`config.mk`:
```
export PLATFORM = sky130hd
export DESIGN_NAME = dt_res_packer
export DESIGN_NICKNAME = d
export VERILOG_FILES = /design/src/rtl/dt_res_packer.sv
export SDC_FILE = /design/constraint.sdc
export NUM_CORES = 1
export LEC_CHECK = 0
export ABC_AREA = 1
export ABC_CLOCK_PERIOD_IN_PS = 1800
export CAP_MARGIN = 20
export CORE_ASPECT_RATIO = 1.5
export CORE_MARGIN = 5
export CORE_UTILIZATION = 54
export CTS_CLUSTER_DIAMETER = 50
export DETAILED_ROUTE_END_ITERATION = 7
export PLACE_DENSITY = 0.89
export SYNTH_ARGS = -nofsm -noshare
export SYNTH_HDL_FRONTEND = slang
export SYNTH_SLANG_ARGS = --single-unit
```
`constraint.sdc`:
```
create_clock -name clk -period 1.8 [get_ports clk]
set_input_delay 0.27 -clock clk [delete_from_list [all_inputs] [get_ports clk]]
set_output_delay 0.27 -clock clk [all_outputs]
set_load 0.05 [all_outputs]
```
`src/rtl/dt_res_packer.sv`:
```
// dt_res_packer
//   Streams the 128x128 8-bit distance-transform result RAM back out after the
//   transform has finished. Each pixel is thresholded to one bit and 16 pixels
//   are packed MSB-first into one 16-bit word, which is written to the packed
//   output memory. The block also reports the largest distance seen and the
//   number of object pixels for the frame.
//
//   Ports
//     clk       in   1   rising-edge clock
//     reset     in   1   asynchronous, active-low reset
//     start     in   1   begin a frame (accepted only in IDLE or FIN)
//     res_rd    out  1   result-RAM read strobe
//     res_addr  out  14  result-RAM pixel address
//     res_di    in   8   result-RAM read data, one cycle after res_rd
//     out_wr    out  1   packed-word write strobe (1-cycle pulse)
//     out_addr  out  10  packed-word address
//     out_do    out  16  packed word, bit 15-k = pixel 16*out_addr+k
//     max_dist  out  8   running max of res_di, valid while done=1
//     obj_cnt   out  15  count of pixels above THRESH, valid while done=1
//     done      out  1   frame complete, held until the next start
//
//   State table
//     S_IDLE  | out of reset, waiting for start
//     S_RD    | 16 cycles, one pixel read per cycle
//     S_DRAIN | last read's data arrives; word is assembled and registered
//     S_WR    | out_wr pulse; advance to next word or finish
//     S_FIN   | frame complete, done held high, waiting for start
module dt_res_packer #(
  parameter logic [7:0] THRESH  = 8'd0,
  parameter int         N_WORDS = 1024
) (
  input  logic        clk,
  input  logic        reset,
  input  logic        start,
  output logic        res_rd,
  output logic [13:0] res_addr,
  input  logic [7:0]  res_di,
  output logic        out_wr,
  output logic [9:0]  out_addr,
  output logic [15:0] out_do,
  output logic [7:0]  max_dist,
  output logic [14:0] obj_cnt,
  output logic        done
);

  typedef enum logic [2:0] {
    S_IDLE  = 3'd0,
    S_RD    = 3'd1,
    S_DRAIN = 3'd2,
    S_WR    = 3'd3,
    S_FIN   = 3'd4
  } state_t;

  localparam logic [9:0] LAST_WORD = 10'(N_WORDS - 1);

  state_t      r_state;
  logic        r_res_rd;
  logic [13:0] r_res_addr;
  logic [3:0]  r_k;
  logic [9:0]  r_word;
  logic        r_out_wr;
  logic [9:0]  r_out_addr;
  logic [15:0] r_out_do;
  logic        r_done;
  logic        r_cap_vld;
  logic [15:0] r_shift;
  logic [7:0]  r_max;
  logic [14:0] r_cnt;

  state_t      w_nxt_state;
  logic        w_nxt_rd;
  logic [13:0] w_nxt_addr;
  logic [3:0]  w_nxt_k;
  logic [9:0]  w_nxt_word;
  logic        w_nxt_wr;
  logic [9:0]  w_nxt_oaddr;
  logic [15:0] w_nxt_odo;
  logic        w_nxt_done;
  logic        w_clr;
  logic        w_bit;

  assign w_bit = (res_di > THRESH);

  always_comb begin
    w_nxt_state = r_state;
    w_nxt_rd    = 1'b0;
    w_nxt_addr  = r_res_addr;
    w_nxt_k     = r_k;
    w_nxt_word  = r_word;
    w_nxt_wr    = 1'b0;
    w_nxt_oaddr = r_out_addr;
    w_nxt_odo   = r_out_do;
    w_nxt_done  = r_done;
    w_clr       = 1'b0;
    case (r_state)
      S_IDLE, S_FIN: begin
        if (start) begin
          w_nxt_state = S_RD;
          w_nxt_rd    = 1'b1;
          w_nxt_addr  = 14'd0;
          w_nxt_k     = 4'd0;
          w_nxt_word  = 10'd0;
          w_nxt_done  = 1'b0;
          w_clr       = 1'b1;
        end
      end
      S_RD: begin
        if (r_k == 4'd15) begin
          w_nxt_state = S_DRAIN;
        end else begin
          w_nxt_rd   = 1'b1;
          w_nxt_addr = r_res_addr + 14'd1;
          w_nxt_k    = r_k + 4'd1;
        end
      end
      S_DRAIN: begin
        // The 16th pixel is arriving now; fold it in without waiting for the shift.
        w_nxt_state = S_WR;
        w_nxt_wr    = 1'b1;
        w_nxt_oaddr = r_word;
        w_nxt_odo   = {r_shift[14:0], w_bit};
      end
      S_WR: begin
        if (r_word == LAST_WORD) begin
          w_nxt_state = S_FIN;
          w_nxt_done  = 1'b1;
        end else begin
          w_nxt_state = S_RD;
          w_nxt_rd    = 1'b1;
          w_nxt_addr  = r_res_addr + 14'd1;
          w_nxt_k     = 4'd0;
          w_nxt_word  = r_word + 10'd1;
        end
      end
      default: w_nxt_state = S_IDLE;
    endcase
  end

  always_ff @(posedge clk or negedge reset) begin
    if (!reset) begin
      r_state    <= S_IDLE;
      r_res_rd   <= 1'b0;
      r_res_addr <= 14'd0;
      r_k        <= 4'd0;
      r_word     <= 10'd0;
      r_out_wr   <= 1'b0;
      r_out_addr <= 10'd0;
      r_out_do   <= 16'd0;
      r_done     <= 1'b0;
    end else begin
      r_state    <= w_nxt_state;
      r_res_rd   <= w_nxt_rd;
      r_res_addr <= w_nxt_addr;
      r_k        <= w_nxt_k;
      r_word     <= w_nxt_word;
      r_out_wr   <= w_nxt_wr;
      r_out_addr <= w_nxt_oaddr;
      r_out_do   <= w_nxt_odo;
      r_done     <= w_nxt_done;
    end
  end

  // Capture only in the cycle after a real read; res_di is garbage otherwise.
  always_ff @(posedge clk or negedge reset) begin
    if (!reset) begin
      r_cap_vld <= 1'b0;
      r_shift   <= 16'd0;
      r_max     <= 8'd0;
      r_cnt     <= 15'd0;
    end else begin
      r_cap_vld <= r_res_rd;
      if (w_clr) begin
        r_max <= 8'd0;
        r_cnt <= 15'd0;
      end else if (r_cap_vld) begin
        r_shift <= {r_shift[14:0], w_bit};
        if (res_di > r_max) r_max <= res_di;
        if (w_bit) r_cnt <= r_cnt + 15'd1;
      end
    end
  end

  assign res_rd   = r_res_rd;
  assign res_addr = r_res_addr;
  assign out_wr   = r_out_wr;
  assign out_addr = r_out_addr;
  assign out_do   = r_out_do;
  assign max_dist = r_max;
  assign obj_cnt  = r_cnt;
  assign done     = r_done;

endmodule

```
==> flow_metrics.py <==
metrics = {
    "outcome": {
        "status": "complete, but fails checks",
        "violations": "negative setup slack",
    },
    "sta": {
        "setup_violations": 1,
        "slew_violations": 0,
        "post-route-min-period_ps": 1800,
        "worst_pin_slew_ps": 532,
        "worst_slack_ps": -3.69,
        "finClkSkew_ps": 6.70,
        "relSlewSlack_pct": 64.4,
        "final.period_utilization_pct": 100,
        "hold_viol": 0,
        "max_freq_mhz": 554,
    },
    "power_and_ir_drop": {
        "peakVddDrop_v": 0.00123,
        "seq_power_share_pct": 32.6,
        "p_leak_nw": 3.13,
        "powerDensity_nw_per_um2": 1670,
        "switchingPower_mw": 4.62,
        "p_int_mw": 5.63,
        "p_sw_share_pct": 45.1,
        "pwr-share-comb_pct": 46.6,
        "clock_power_share_pct": 20.8,
    },
    "worst_setup_path": {
        "crit_buf_inv": 1,
        "rr_worst_depth": 10,
        "path_class": "flop to output port",
        "r2r-end": "r_word[8]",
        "cp_slowest_cell": "clkdlybuf4s50_1",
        "worst_ep_required_time_ps": 1530,
        "crit_family": "buffers and inverters",
        "path_cells": "clkdlybuf4s50_1",
        "cp_data_arrival_time_ps": 1530,
        "r2r_start": "r_word[0]",
        "slowest_delay_ps": 830,
        "r2r_slack_ps": 150,
        "worstSetupStartpointType": "flop",
        "end_kind": "output port",
        "worstPathMaxFanout": 2,
    },
    "hold_path": {
        "min_to": "r_cap_vld",
        "min-delay-start": "res_rd",
        "hold_path.class": "flop to flop",
        "hold_depth": 0,
    },
    "die": {
        "rows": 42,
        "die_w_um": 87.4,
        "die_area_um2": 11000,
        "top_level_ports": 77,
        "start_util_pct": 55.0,
        "core_area_um2": 8830,
        "dieHeight_um": 126,
    },
    "layout": {
        "final_util_pct": 69.4,
        "fillers": 685,
        "drive_above_1_share_pct": 18.6,
        "instances_no_fill": 810,
        "area_growth_pct": 26.4,
        "antenna_cells": 0,
        "nNetsFinal": 718,
    },
    "routing": {
        "vias": 4395,
        "ant_nets": 0,
        "first_pass_iters": 5,
        "first_iter_violations": 278,
        "routed_wl_mm": 11.8,
        "vias_per_cell": 5.43,
        "wl_per_cell_um": 14.5,
        "drc": 0,
    },
    "synth": {
        "synth.area.top_cells": "dfrtp_1 (51%), nand2_1 (14%), o21ai_0 (4.8%), inv_1 (4.6%), nand3_1 (4.5%)",
        "yosys-top-cells-count": "nand2_1 (181), dfrtp_1 (99), inv_1 (59), o21ai_0 (47)",
        "synth-edff-count": 0,
        "async_flop_share_pct": 100,
        "synthDistinctLibCells": 31,
        "synth.most_common_cell": "nand2_1",
        "synth-seq-cells": 99,
        "ys_warn_count": 0,
        "synth.avg_cell_area_um2": 8.10,
        "synth-main-ff-cell": "dfrtp_1",
        "synth_area_um2": 4850,
        "synth_area_leader_cell": "dfrtp_1",
        "netlist_instances": 599,
        "yosysTopAreaCellShare_pct": 51.1,
        "yosysSeqAreaShare_pct": 51.1,
        "synth.net_count": 622,
    },
    "global_route": {
        "grt_pass1_wl_mm": 19.7,
        "grt_start_max_net_pins": 37,
        "grt_pass1_vias": 4375,
        "grt_use_total_pct": 22.0,
        "grt_overflow": 0,
        "grt_antenna_before_repair": 0,
    },
    "clocking": {
        "root_buffer": "clkbuf_16",
        "post_cts_buffers": 0,
        "cts_tree": "built",
        "clk_latency_ps": 340,
        "htree_levels": 3,
        "clkTransAtPathRegs_ps": 70,
        "clock_sinks": 99,
        "clockBufferDepth": 2,
        "cts_buffers": 9,
    },
    "place": {
        "gp_routability_congestion": 0.870,
        "place_inst": 793,
        "portBuffers": 76,
        "dp_hpwl_mm": 8.42,
    },
    "job": {
        "drv_cap": 0,
    },
}
==> metal layers <==
metal	vias to the layer above	share of wire, %	global-route usage, %
met4	0	2.4	9.49
met5	-	0	0
met3	25	4.9	3.07
li1	2135	-	-
met1	2095	41	26.7
met2	140	52	38.3
==> layout make-up <==
class / count / area [um2] / share of cell area (%)
clock buffer: 11 / 253 / 4.12
clock inverter: 5 / 85.1 / 1.39
inverter: 67 / 254 / 4.14
multi-input combinational: 418 / 2050 / 33.5
sequential: 99 / 2490 / 40.6
tap: 110 / 138 / 2.24
timing repair buffer: 100 / 862 / 14.1
==> worst register-to-register path, cell delays in order (launching register included) <==
cell and delay [ps]:
dfrtp_1 390, ha_1 180, nand2_1 80, nor2_2 120
nand3_1 120, nand2_2 110, buf_4 160, nand2_2 130
inv_4 120, nand2_1 60, o21ai_1 100
==> logic make-up after synthesis <==
kind of cell / share of synthesized area [%]
compound gates: 10.5
fa+ha+maj: 3.09
simple gates: 27.6
buf+inv: 6.83
xor+xnor: 0.902
flops: 51.1
==> flip-flops by register name (all words and copies together) (netlist names) <==
name and cells:
out_do 16, obj_cnt 15, r_shift 15, res_addr 14, out_addr 10, r_word 10, max_dist 8, r_k 4
r_state 3, done 1, out_wr 1, r_cap_vld 1, res_rd 1
==> worst max path at each step <==
| stage | from | end | slack, ps | cells past startpoint |
|---|---|---|---|---|
| floorplan | max_dist[0] | max_dist[0] | 40 | 7 |
| global placement | res_di[7] | max_dist[2] | -80 | 9 |
| detailed placement | res_di[7] | max_dist[5] | -130 | 9 |
| CTS | max_dist[4] | max_dist[4] | 5 | 1 |
| global route | out_do[7] | out_do[7] | -30 | 1 |
| finish | out_do[7] | out_do[7] | -4 | 1 |
==> stage by stage <==
step                cell area, um2  hold slack (ps)  TNS [ps]  power [mW]  worst slack, ps
floorplan                     4860            -25.6         0        6.59             36.0
global placement              5750              261      -592        7.98            -76.4
detailed placement            5750              265      -952        8.13             -129
CTS                           6090              408         0        10.3             4.69
global route                  6130              428     -29.1        10.9            -29.1
finish                        6130              414     -3.69        10.3            -3.69
==> what timing repair did <==
action,in CTS,in global routing
pin swaps,0,0
endpoints found under the hold margin,33,0
gates resized for setup,5,14
hold buffers,1,0
setup endpoints to repair,5,21
==> cells in the final DEF (no fill, tap or decap), types with 6 or more instances in the layout <==
cell type / netlist / final
clkdlybuf4s50_1: 0 / 11
inv_1: 59 / 59
nand3_1: 44 / 44
o21ai_0: 47 / 47
nand2_1: 181 / 180
ha_1: 12 / 12
o21ai_2: 6 / 6
buf_4: 0 / 71
nand4_1: 19 / 19
inv_2: 8 / 7
dfrtp_1: 99 / 92
nor2_1: 44 / 43
dlymetal6s2s_1: 0 / 10
clkbuf_16: 0 / 9
o21ai_1: 12 / 12
a21oi_1: 20 / 20
dfrtp_2: 0 / 7
==> power groups by stage <==
stage	clock network, mW	registers (mW)	logic (mW)
4_1_cts	2.17	3.34	4.79
5_1_grt	2.24	3.43	5.21
6_report	2.14	3.34	4.77
3_5_place_dp	0	3.38	4.76
2_1_floorplan	0	4.59	2.00
3_3_place_gp	0	3.34	4.64
(Power assumes the default switching activity.)
